[config.mk]
export PLATFORM = sky130hd
export DESIGN_NAME = cv32e40s_lsu_response_tracker_flat
export DESIGN_NICKNAME = d
export VERILOG_FILES = /design/src/rtl/cv32e40s_lsu_response_tracker_if.sv /design/src/rtl/cv32e40s_lsu_response_tracker.sv /design/src/flat_wrapper.sv
export SDC_FILE = /design/constraint.sdc
export NUM_CORES = 1
export LEC_CHECK = 0
export BUFFER_PORTS_ARGS = -buffer_cell sky130_fd_sc_hd__buf_2
export CAP_MARGIN = 40
export CELL_PAD_IN_SITES_DETAIL_PLACEMENT = 1
export CELL_PAD_IN_SITES_GLOBAL_PLACEMENT = 1
export CORE_UTILIZATION = 50
export DETAILED_ROUTE_END_ITERATION = 8
export PLACE_DENSITY_LB_ADDON = 0.1
export SLEW_MARGIN = 10
export SYNTH_ARGS = -nofsm -noshare
export SYNTH_HDL_FRONTEND = slang
export SYNTH_SLANG_ARGS = --single-unit
[constraint.sdc]
create_clock -name clk -period 3 [get_ports clk]
set_clock_uncertainty 0.05 [all_clocks]
set_input_delay 0.6 -clock clk [delete_from_list [all_inputs] [get_ports clk]]
set_output_delay 0.6 -clock clk [all_outputs]
set_load 0.1 [all_outputs]
[src/rtl/cv32e40s_lsu_response_tracker_if.sv]
// Handshake bundle between the LSU request path, the OBI data bus and the
// response tracker.
//   slave  : the tracker's view. It receives the core request, bus ready and
//            bus response, and drives acceptance, core response, imprecise
//            error record and drain status.
//   master : the environment's view, with the directions reversed.
interface cv32e40s_lsu_response_tracker_if #(
  parameter int unsigned ADDR_W = 32
);
  logic              valid_i;
  logic [ADDR_W-1:0] addr_i;
  logic              bufferable_i;
  logic              we_i;
  logic              ready_i;
  logic              valid_o;
  logic              ready_o;
  logic              resp_valid_i;
  logic              resp_err_i;
  logic              resp_valid_o;
  logic              resp_err_o;
  logic              imprecise_err_o;
  logic [ADDR_W-1:0] imprecise_addr_o;
  logic              imprecise_clr_i;
  logic              drain_req_i;
  logic              drained_o;
  logic              busy_o;
  logic              protocol_err_o;

  modport slave (
    input  valid_i, addr_i, bufferable_i, we_i, ready_i,
           resp_valid_i, resp_err_i, imprecise_clr_i, drain_req_i,
    output valid_o, ready_o, resp_valid_o, resp_err_o,
           imprecise_err_o, imprecise_addr_o, drained_o, busy_o, protocol_err_o
  );

  modport master (
    output valid_i, addr_i, bufferable_i, we_i, ready_i,
           resp_valid_i, resp_err_i, imprecise_clr_i, drain_req_i,
    input  valid_o, ready_o, resp_valid_o, resp_err_o,
           imprecise_err_o, imprecise_addr_o, drained_o, busy_o, protocol_err_o
  );
endinterface

[src/rtl/cv32e40s_lsu_response_tracker.sv]
// LSU response tracker.
// Keeps a circular queue of outstanding OBI data transfers. Bufferable stores
// (when EARLY_RESP=1) get their core response as soon as they reach the head
// of the core-response order; their bus response is later absorbed, and a bus
// error on one of them is captured as a sticky imprecise error with the
// faulting address. All other transfers forward the bus response to the core
// with zero latency. Core responses are always returned in request order.
//
// Ports:
//   clk, rst_n : clock, asynchronous active-low reset
//   trk        : slave modport of cv32e40s_lsu_response_tracker_if
//                (core request, bus handshake and response, imprecise error
//                 record, drain handshake, busy and protocol-error status)
module cv32e40s_lsu_response_tracker #(
  parameter int unsigned DEPTH      = 2,
  parameter int unsigned ADDR_W     = 32,
  parameter bit          EARLY_RESP = 1'b1
) (
  input  logic                           clk,
  input  logic                           rst_n,
  cv32e40s_lsu_response_tracker_if.slave trk
);

  localparam int unsigned      PTR_W    = (DEPTH > 1) ? $clog2(DEPTH) : 1;
  localparam int unsigned      CNT_W    = $clog2(DEPTH + 1);
  localparam logic [CNT_W-1:0] CNT_MAX  = CNT_W'(DEPTH);
  localparam logic [PTR_W-1:0] PTR_LAST = PTR_W'(DEPTH - 1);

  typedef struct packed {
    logic              early;
    logic [ADDR_W-1:0] addr;
  } entry_t;

  entry_t            q [DEPTH];
  logic [PTR_W-1:0]  wp, bp, cp;
  logic [CNT_W-1:0]  bus_cnt, core_cnt;
  logic              imp_err_q;
  logic [ADDR_W-1:0] imp_addr_q;

  entry_t            bus_head, core_head;
  logic              gate, acc, bus_rsp, core_rsp, core_err, imp_evt;

  // DEPTH need not be a power of two, so pointers wrap explicitly.
  function automatic logic [PTR_W-1:0] ptr_inc(input logic [PTR_W-1:0] p);
    return (p == PTR_LAST) ? '0 : p + PTR_W'(1);
  endfunction

  assign bus_head  = q[bp];
  assign core_head = q[cp];

  // Acceptance gate only looks at the registered count, so a bus response in
  // the full cycle re-opens the gate on the following cycle.
  assign gate    = (bus_cnt < CNT_MAX) && !trk.drain_req_i;
  assign acc     = trk.valid_i && trk.ready_i && gate;
  assign bus_rsp = trk.resp_valid_i && (bus_cnt != '0);
  assign imp_evt = bus_rsp && bus_head.early && trk.resp_err_i;

  // Core response selection. A non-early head can only be answered when it
  // is also the oldest bus-pending entry; otherwise earlier early stores are
  // still waiting for their (absorbed) bus responses.
  always_comb begin
    core_rsp = 1'b0;
    core_err = 1'b0;
    if (core_cnt != '0) begin
      if (core_head.early) begin
        core_rsp = 1'b1;
      end else if (cp == bp) begin
        core_rsp = trk.resp_valid_i;
        core_err = trk.resp_err_i;
      end
    end
  end

  assign trk.valid_o          = trk.valid_i && gate;
  assign trk.ready_o          = trk.ready_i && gate;
  assign trk.resp_valid_o     = core_rsp;
  assign trk.resp_err_o       = core_err;
  assign trk.imprecise_err_o  = imp_err_q;
  assign trk.imprecise_addr_o = imp_addr_q;
  assign trk.drained_o        = (bus_cnt == '0);
  assign trk.busy_o           = (bus_cnt != '0) || trk.valid_i;
  // A response with nothing outstanding is flagged and otherwise ignored.
  assign trk.protocol_err_o   = trk.resp_valid_i && (bus_cnt == '0);

  // Queue storage: written once at allocation, read at bp and cp.
  always_ff @(posedge clk or negedge rst_n) begin
    if (!rst_n) begin
      for (int i = 0; i < int'(DEPTH); i++) q[i] <= '0;
    end else if (acc) begin
      q[wp].early <= EARLY_RESP && trk.bufferable_i && trk.we_i;
      q[wp].addr  <= trk.addr_i;
    end
  end

  // Pointers and counters. Each counter moves by up-count minus down-count,
  // so simultaneous allocate/retire leaves it unchanged.
  always_ff @(posedge clk or negedge rst_n) begin
    if (!rst_n) begin
      wp       <= '0;
      bp       <= '0;
      cp       <= '0;
      bus_cnt  <= '0;
      core_cnt <= '0;
    end else begin
      if (acc)      wp <= ptr_inc(wp);
      if (bus_rsp)  bp <= ptr_inc(bp);
      if (core_rsp) cp <= ptr_inc(cp);
      bus_cnt  <= bus_cnt  + CNT_W'(acc) - CNT_W'(bus_rsp);
      core_cnt <= core_cnt + CNT_W'(acc) - CNT_W'(core_rsp);
    end
  end

  // Sticky imprecise error. The first address is kept until cleared; a new
  // error arriving together with the clear wins and reloads the address.
  always_ff @(posedge clk or negedge rst_n) begin
    if (!rst_n) begin
      imp_err_q  <= 1'b0;
      imp_addr_q <= '0;
    end else if (imp_evt) begin
      imp_err_q <= 1'b1;
      if (!imp_err_q || trk.imprecise_clr_i) imp_addr_q <= bus_head.addr;
    end else if (trk.imprecise_clr_i) begin
      imp_err_q <= 1'b0;
    end
  end

endmodule

[src/flat_wrapper.sv]
// flat-port wrapper written by rule: the top's interface ports become plain ports
module cv32e40s_lsu_response_tracker_flat 
#(
  parameter int unsigned DEPTH      = 2,
  parameter int unsigned ADDR_W     = 32,
  parameter bit          EARLY_RESP = 1'b1
)
  (clk, rst_n, trk_valid_i, trk_addr_i, trk_bufferable_i, trk_we_i, trk_ready_i, trk_resp_valid_i, trk_resp_err_i, trk_imprecise_clr_i, trk_drain_req_i, trk_valid_o, trk_ready_o, trk_resp_valid_o, trk_resp_err_o, trk_imprecise_err_o, trk_imprecise_addr_o, trk_drained_o, trk_busy_o, trk_protocol_err_o);
  cv32e40s_lsu_response_tracker_if #(.ADDR_W(ADDR_W)) trk_i ();
  input  logic clk;
  input  logic rst_n;
  input wire logic [$bits(trk_i.valid_i)-1:0] trk_valid_i;
  input wire logic [$bits(trk_i.addr_i)-1:0] trk_addr_i;
  input wire logic [$bits(trk_i.bufferable_i)-1:0] trk_bufferable_i;
  input wire logic [$bits(trk_i.we_i)-1:0] trk_we_i;
  input wire logic [$bits(trk_i.ready_i)-1:0] trk_ready_i;
  input wire logic [$bits(trk_i.resp_valid_i)-1:0] trk_resp_valid_i;
  input wire logic [$bits(trk_i.resp_err_i)-1:0] trk_resp_err_i;
  input wire logic [$bits(trk_i.imprecise_clr_i)-1:0] trk_imprecise_clr_i;
  input wire logic [$bits(trk_i.drain_req_i)-1:0] trk_drain_req_i;
  output wire logic [$bits(trk_i.valid_o)-1:0] trk_valid_o;
  output wire logic [$bits(trk_i.ready_o)-1:0] trk_ready_o;
  output wire logic [$bits(trk_i.resp_valid_o)-1:0] trk_resp_valid_o;
  output wire logic [$bits(trk_i.resp_err_o)-1:0] trk_resp_err_o;
  output wire logic [$bits(trk_i.imprecise_err_o)-1:0] trk_imprecise_err_o;
  output wire logic [$bits(trk_i.imprecise_addr_o)-1:0] trk_imprecise_addr_o;
  output wire logic [$bits(trk_i.drained_o)-1:0] trk_drained_o;
  output wire logic [$bits(trk_i.busy_o)-1:0] trk_busy_o;
  output wire logic [$bits(trk_i.protocol_err_o)-1:0] trk_protocol_err_o;
  assign trk_i.valid_i = trk_valid_i;
  assign trk_i.addr_i = trk_addr_i;
  assign trk_i.bufferable_i = trk_bufferable_i;
  assign trk_i.we_i = trk_we_i;
  assign trk_i.ready_i = trk_ready_i;
  assign trk_i.resp_valid_i = trk_resp_valid_i;
  assign trk_i.resp_err_i = trk_resp_err_i;
  assign trk_i.imprecise_clr_i = trk_imprecise_clr_i;
  assign trk_i.drain_req_i = trk_drain_req_i;
  assign trk_valid_o = trk_i.valid_o;
  assign trk_ready_o = trk_i.ready_o;
  assign trk_resp_valid_o = trk_i.resp_valid_o;
  assign trk_resp_err_o = trk_i.resp_err_o;
  assign trk_imprecise_err_o = trk_i.imprecise_err_o;
  assign trk_imprecise_addr_o = trk_i.imprecise_addr_o;
  assign trk_drained_o = trk_i.drained_o;
  assign trk_busy_o = trk_i.busy_o;
  assign trk_protocol_err_o = trk_i.protocol_err_o;
  cv32e40s_lsu_response_tracker #(.DEPTH(DEPTH), .ADDR_W(ADDR_W), .EARLY_RESP(EARLY_RESP)) u_core (.clk(clk), .rst_n(rst_n), .trk(trk_i));
endmodule
==> key figures, run 1 <==
Place
  – Port Buf Inserts: 81
  – Pre-CTS setup slack: between 0.8 and 0.9 ns
  – Post-DP Area: about 5200 um2
  – HPWL after detailed placement: 5848 um
  – GP Congestion: around 0.7

Die
  – Die ar.: 9895 um2
  – Core footprint: just over 9000 um2
  – Placement Rows: 35
  – I/O pin total: 82
  – Die Span Y: between 90 and 100 um
  – Initial core utilization: 51.42%
  – Die Width: about 99 um

Synthesis
  – EDFF count, synth: 0
  – Mapped Area: 4751 um2
  – Mapped Nets: between 300 and 400
  – Synthesized area per cell: between 15 and 20 um2
  – Post-synth ARST share: 100.0%
  – Flops & latches, synth: 106
  – Yosys cell types: 34
  – Post-synthesis sequential area ratio: between 50% and 60%
  – Post-Syn Instances: about 300
  – Top FF cell, synth: dfrtp_1
  – Syn. warnings: 0

CTS
  – CTS tree: yes
  – Clk_lat worst skew: 0.37 ns
  – Post-CTS Setup Inserts: 0
  – Clock transition at path regs: about 0.10 ns
  – CTS H-tree depth: 3
  – CTS Buffer Depth: 2
  – Post-CTS sizing: 0
  – Clock sink total: 106
  – Post-CTS Hold Buffers: 0
  – Cts bufs inserted: 9
  – Clock Tree Root: clkbuf_8

Timing
  – Period utilization: 79.56%
  – Final worst slack: 0.6131 ns
  – Setup TNS: 0 ns
  – Fin crit period: 2.387 ns
  – Slew margin rel.: 54.20%
  – Measured slew at the worst slew-check pin: slightly below 0.7 ns
  – Slew Viols, Final: 0
  – Fmax: 419.0 MHz
  – Endpoints failing setup: 0
  – Unrepaired setup endpoints after global routing: false
  – Final Hold Viols: 0

Worst setup path
  – Crit path max fanout: 8
  – Critical Path Start Type: register
  – Worst Path Required: around 2.4 ns
  – Worst r2r src: u_core.bus_cnt[1]$_DFF_PN0_
  – Crit path from: u_core.cp$_DFFE_PN0P_
  – CP Class: reg2out
  – Worst setup EP type: output port
  – Crit path DAT: between 1.5 and 2 ns

Detailed routing
  – Final wirelength: ~9000 um
  – Number of routed nets with antenna violations: 0
  – DR vias: 2635
  – Initial DRC Count: 41
  – Routed wire length per instance: 17.36 um
  – Vias per cell: 5.146
  – Residual DRC: 0
  – Initial DRT Pass Iterations: 4

Cells and area
  – Finished Cell Area: 5435 um2
  – Number of diodes: 0
  – Final #Nets: 424
  – Area Overhead vs Synth: 14.41%
  – Share of cells above drive strength 1: 63.45%

Global route
  – Number of global-route vias before repair: 2948
  – Largest net degree at the start of global routing: 56
  – Tot GR Track Use: between 20% and 30%
  – Initial antenna violation count: 0
  – First-pass GRT wire length: 15120 um
  – Gr ovfl total: 0

Job
  – Max-cap violation count: 0

Outcome
  – Status: complete, no violations

Hold path
  – Worst hold path type: in2async
-- Yosys cell counts (2+ instances only) --
cell type	count	area, um2
nor3b_1	3	22.52
nor2_1	2	7.510
ha_1	4	50.05
buf_12	3	60.06
nand2_1	3	11.26
a21oi_1	2	10.01
buf_2	4	20.02
mux2_4	31	465.5
xnor2_1	5	43.79
mux2_2	99	1115
buf_6	7	78.83
dfrtp_1	106	2653
xor2_1	2	17.52
inv_1	5	18.77
mux2i_1	2	20.02
-- path summary, 6_finish.rpt --
check | to | depth (start not counted) | slack [ns]
hold / removal | u_core.bus_cnt[1]$_DFF_PN0_ | 1 | 0.21
min in group clk | u_core.q[63]$_DFFE_PN0P_ | 2 | 0.42
setup reg to reg | u_core.trk.imprecise_addr_o[4]$_DFFE_PN0P_ | 4 | 1.05
max in group asynchronous | u_core.q[13]$_DFFE_PN0P_ | 2 | 1.97
hold reg to reg | u_core.trk.imprecise_addr_o[16]$_DFFE_PN0P_ | 1 | 0.46
setup / recovery | trk_resp_valid_o | 4 | 0.61
-- final cells by class --
class                   count  area (um2)
fillers                   911        3805
clock buffers              10       127.6
well taps                 129       161.4
clock inverters             6       76.32
repair buffers             87       465.4
flip-flops and latches    106        2654
multi-input cells         169        1932
inverters                   5       18.77
-- worst max-delay path: stages (launching register included) --
cell	delay, ns
dfrtp_1	0.48
xnor2_1	0.18
nand2_1	0.09
a21oi_2	0.18
buf_2	0.45
-- per-layer routing --
metal | global-route usage, % | routed length (um) | vias up
li1 | - | - | 1213
met1 | 27.15 | 3988 | 1350
met2 | 31.89 | 4398 | 63
met3 | 4.919 | 389 | 9
met4 | 6.222 | 110 | 0
met5 | 0 | 0 | -
-- cell families after synthesis --
logic type	count (synthesis)	share of synthesized area, %
fa+ha+maj	4	1.054
xor+xnor	7	1.291
flops	106	55.83
simple gates	17	2.476
buf+inv	22	4.267
mux	132	33.68
compound gates	9	1.396
-- layout by cell type (no fill, tap or decap), drive strengths merged, types with 3 or more instances in the layout --
cell type  Yosys  layout
mux2         130     130
dfrtp        106     106
buf           15      87
clkbuf         2      10
inv            5       6
xnor2          5       5
ha             4       4
clkinv         0       4
nand2          4       4
nor3b          3       3
-- flip-flops by register name, indices dropped and copies added, names as in the netlist --
register,cells
u_core.bp,1
u_core.bus_cnt,2
u_core.core_cnt,2
u_core.cp,1
u_core.q,66
u_core.trk.imprecise_addr_o,32
u_core.trk.imprecise_err_o,1
u_core.wp,1
-- per-stage QoR --
step	util (%)	hold WS (ns)	instances
final	58.82	0.2085	512
after global routing	58.82	0.2653	512
after CTS	58.82	0.2335	512
after detailed placement	56.61	0.4395	496
after global placement	56.61	0.4313	496
after floorplan	-	0.2544	297
Power of run 1 is left out: the tool's default activity adds up to more than one toggle a clock period on the data nets, which glitch-free logic cannot reach.
==> run 2: changes to the inputs <==
--- a/config.mk
+++ b/config.mk
@@ -5,11 +5,12 @@
 export SDC_FILE = /design/constraint.sdc
 export NUM_CORES = 1
 export LEC_CHECK = 0
+export ABC_AREA = 1
 export BUFFER_PORTS_ARGS = -buffer_cell sky130_fd_sc_hd__buf_2
 export CAP_MARGIN = 40
 export CELL_PAD_IN_SITES_DETAIL_PLACEMENT = 1
 export CELL_PAD_IN_SITES_GLOBAL_PLACEMENT = 1
-export CORE_UTILIZATION = 50
+export CORE_UTILIZATION = 41
 export DETAILED_ROUTE_END_ITERATION = 8
 export PLACE_DENSITY_LB_ADDON = 0.1
 export SLEW_MARGIN = 10
==> constraint.sdc (replaced) <==
create_clock -name clk -period 2.5 [get_ports clk]
set_clock_uncertainty 0.05 [all_clocks]
set_input_delay 0.5 -clock clk [delete_from_list [all_inputs] [get_ports clk]]
set_output_delay 0.5 -clock clk [all_outputs]
set_load 0.1 [all_outputs]
==> run 2 against run 1 <==
Synthesized cell count rose by 87%; cell area is 0.85% higher; sequential share of layout area shrank 0.41 points; critical path depth increased by 1; die area grew 19%; worst hold slack worse by 0.14 ns; worst setup slack got worse by 0.42 ns; global-route usage increased by 1.7 points; via count increased by 44%; register-to-register slack worse by 0.52 ns; wire length rose by 28%.
==> key figures, run 2 <==
Synthesis
  – Synthesized area per cell: 8.395 um2
  – Post-synth ARST share: 100.0%
  – Post-synthesis compound-gate area fraction: 7.626%
  – Post-synthesis xor/xnor area fraction: 0.9398%
  – Top post-synthesis cells by area: dfrtp_1 (57%), nand2_1 (20%), o21ai_1 (4.2%)
  – Post-synthesis simple-gate area fraction: 25.00%
  – Top FF cell, synth: dfrtp_1
  – Area share of the largest cell type after synthesis: a little under three fifths
  – Post-synthesis adder-cell area fraction: about 1.1%
  – Yosys top cell by area: dfrtp_1
  – Flops & latches, synth: approximately 110
  – Post-synthesis sequential area ratio: a little under three fifths
  – Most common library cells after synthesis: nand2_1 (244), dfrtp_1 (106), inv_1 (48)
  – EDFF count, synth: 0
  – Mapped Area: 4659 um2
  – Yosys cell types: 23
  – Mapped Nets: between 600 and 700
  – Count leader, synth: nand2_1
  – Post-Syn Instances: 555
  – Post-synthesis mux area share: 0%
  – Syn. warnings: 0
  – Largest family of logic cells by synthesized area: simple AND/OR/NAND/NOR gates

Global route
  – First-pass GRT wire length: 19290 um
  – Initial antenna violation count: 0
  – Number of global-route vias before repair: between 3k and 4k
  – Largest net degree at the start of global routing: between 60 and 70
  – Tot GR Track Use: between 20% and 30%
  – Gr ovfl total: 0

Place
  – GP Congestion: slightly above 0.7
  – Pre-CTS setup slack: between 0.5 and 0.6 ns
  – Port Buf Inserts: 81
  – HPWL after detailed placement: 7462 um

Detailed routing
  – Initial DRT Pass Iterations: 4
  – Top Metal Used: met4
  – Met2 WL: 5434 um
  – Number of routed nets with antenna violations: 0
  – Met3 wire length: ~370 um
  – Vias per cell: approximately 4.9
  – DR vias: 3784
  – Final wirelength: ~11000 um
  – Routed wire length per instance: 14.77 um
  – Initial DRC Count: roughly 130
  – Residual DRC: 0
  – Metal1 wirelength: 5414 um

Timing
  – Slew margin rel.: 48.91%
  – Final Hold Viols: 0
  – Period utilization: roughly 90%
  – Fin crit period: 2.307 ns
  – Endpoints failing setup: 0
  – Fmax: 433.5 MHz
  – Measured slew at the worst slew-check pin: 0.7663 ns
  – Unrepaired setup endpoints after global routing: false
  – Setup TNS: 0 ns
  – Final worst slack: 0.1933 ns
  – Slew Viols, Final: 0

Pwr
  – Leakage: 3.129 nW
  – Internal power: 4.070 mW
  – Peak VDD IR: 619.2 uV
  – Part of the power in registers: a little under two fifths
  – Switching Share: 45.72%
  – P_sw: 3.428 mW
  – Cell Pwr Density: 1368 nW/um2
  – Combinational cell fraction of total power: 43.0%
  – Clock Power Share: between 10% and 20%

Die
  – Die Span Y: 108.6 um
  – Die ar.: 11800 um2
  – Die Width: 108.6 um
  – I/O pin total: ~80
  – Initial core utilization: between 40% and 50%
  – Placement Rows: 38
  – Core footprint: 10940 um2

Cells and area
  – Final #Nets: 673
  – Multi-input gate area: 1622 um2
  – Share of cells above drive strength 1: 19.15%
  – Filler Cells Inserted: between 1k and 1.5k
  – Most frequent cells in the layout: nand2_1 (242), dfrtp_1 (105), buf_2 (78)
  – Most flop-heavy register: u_core.q
  – Max reg flops: 66
  – Storage element area: between 2000 and 3000 um2
  – Area Overhead vs Synth: 17.64%
  – Number of diodes: 0
  – Most common cell after layout, fill and taps aside: nand2_1

CTS
  – CTS H-tree depth: 3
  – Clock Tree Root: clkbuf_16
  – Clock transition at path regs: 0.07 ns
  – Cts bufs inserted: 9
  – Clock sink total: around 110
  – Post-CTS Hold Buffers: 0
  – Clk_lat worst skew: 0.35 ns
  – Post-CTS Setup Inserts: 0
  – CTS tree: yes
  – CTS Buffer Depth: 2
  – Post-CTS sizing: 0

Worst setup path
  – Critical Path Start Type: register
  – Worst setup EP type: output port
  – Crit path from: u_core.bp$_DFFE_PN0P_
  – CP Class: reg2out
  – Worst r2r src: u_core.bp$_DFFE_PN0P_
  – Worst Path Required: 1.95 ns
  – Crit path max fanout: 18
  – Crit path DAT: 1.76 ns

Outcome
  – Status: complete, no violations

Hold path
  – Worst hold path type: in2async

Job
  – Max-cap violation count: 0
## run 2: routing by layer
| metal | track usage [%] | vias to the layer above |
|---|---|---|
| li1 | - | 1858 |
| met2 | 36.44 | 72 |
| met3 | 3.014 | 14 |
| met1 | 28.34 | 1840 |
| met5 | 0 | - |
| met4 | 8.108 | 0 |
## run 2: layout make-up
type                            instances  area share, %
Sequential cell                       106          48.41
Inverter                               50          3.470
Timing Repair Buffer                   91          9.815
Tap cell                              140          3.196
Clock buffer                           15          5.433
Clock inverter                          1        0.09130
Multi-Input combinational cell        369          29.58
## run 2: cell families after synthesis
family,Yosys count
xor gates and xnor gates,5
buffers and inverters,80
adders and majority gates,4
AOI/OAI and AO/OA,68
and+or+nand+nor,292
DFF,106
## run 2: power groups by stage
stage	combinational, mW	sequential [mW]	clock [mW]
6_report	3.22	2.85	1.42
4_1_cts	3.27	2.86	1.46
3_5_place_dp	3.26	2.88	0
5_1_grt	3.57	2.96	1.51
3_3_place_gp	3.17	2.85	0
2_1_floorplan	1.72	3.64	0
## run 2: worst paths after layout
check | to | slack, ns | depth (start not counted)
min in group clk | u_core.q[41]$_DFFE_PN0P_ | 0.35 | 3
setup reg to reg | u_core.core_cnt[1]$_DFF_PN0_ | 0.53 | 10
hold / removal | u_core.trk.imprecise_addr_o[0]$_DFFE_PN0P_ | 0.07 | 1
hold reg to reg | u_core.trk.imprecise_addr_o[26]$_DFFE_PN0P_ | 0.42 | 2
max in group asynchronous | u_core.trk.imprecise_addr_o[25]$_DFFE_PN0P_ | 1.63 | 2
setup / recovery | trk_resp_err_o | 0.19 | 5
## run 2: worst max-delay path, stage by stage (launching register included)
cell and delay (ns):
dfrtp_2 0.55, inv_4 0.17, nand2_1 0.11, nand4_1 0.11
nor2_1 0.25, buf_12 0.22
## run 2: metrics by stage
stage	hold WS, ns	power, mW	util [%]	instances	instance area [um2]
after global placement	0.3984	6.018	47.36	756	5179
final	0.06729	7.498	50.13	772	5482
after global routing	0.1018	8.030	50.13	772	5482
after CTS	0.07637	7.595	50.13	772	5482
after floorplan	0.1544	5.361	-	555	4664
after detailed placement	0.4047	6.143	47.36	756	5179
Note: power is estimated with default switching activity, not from simulation.
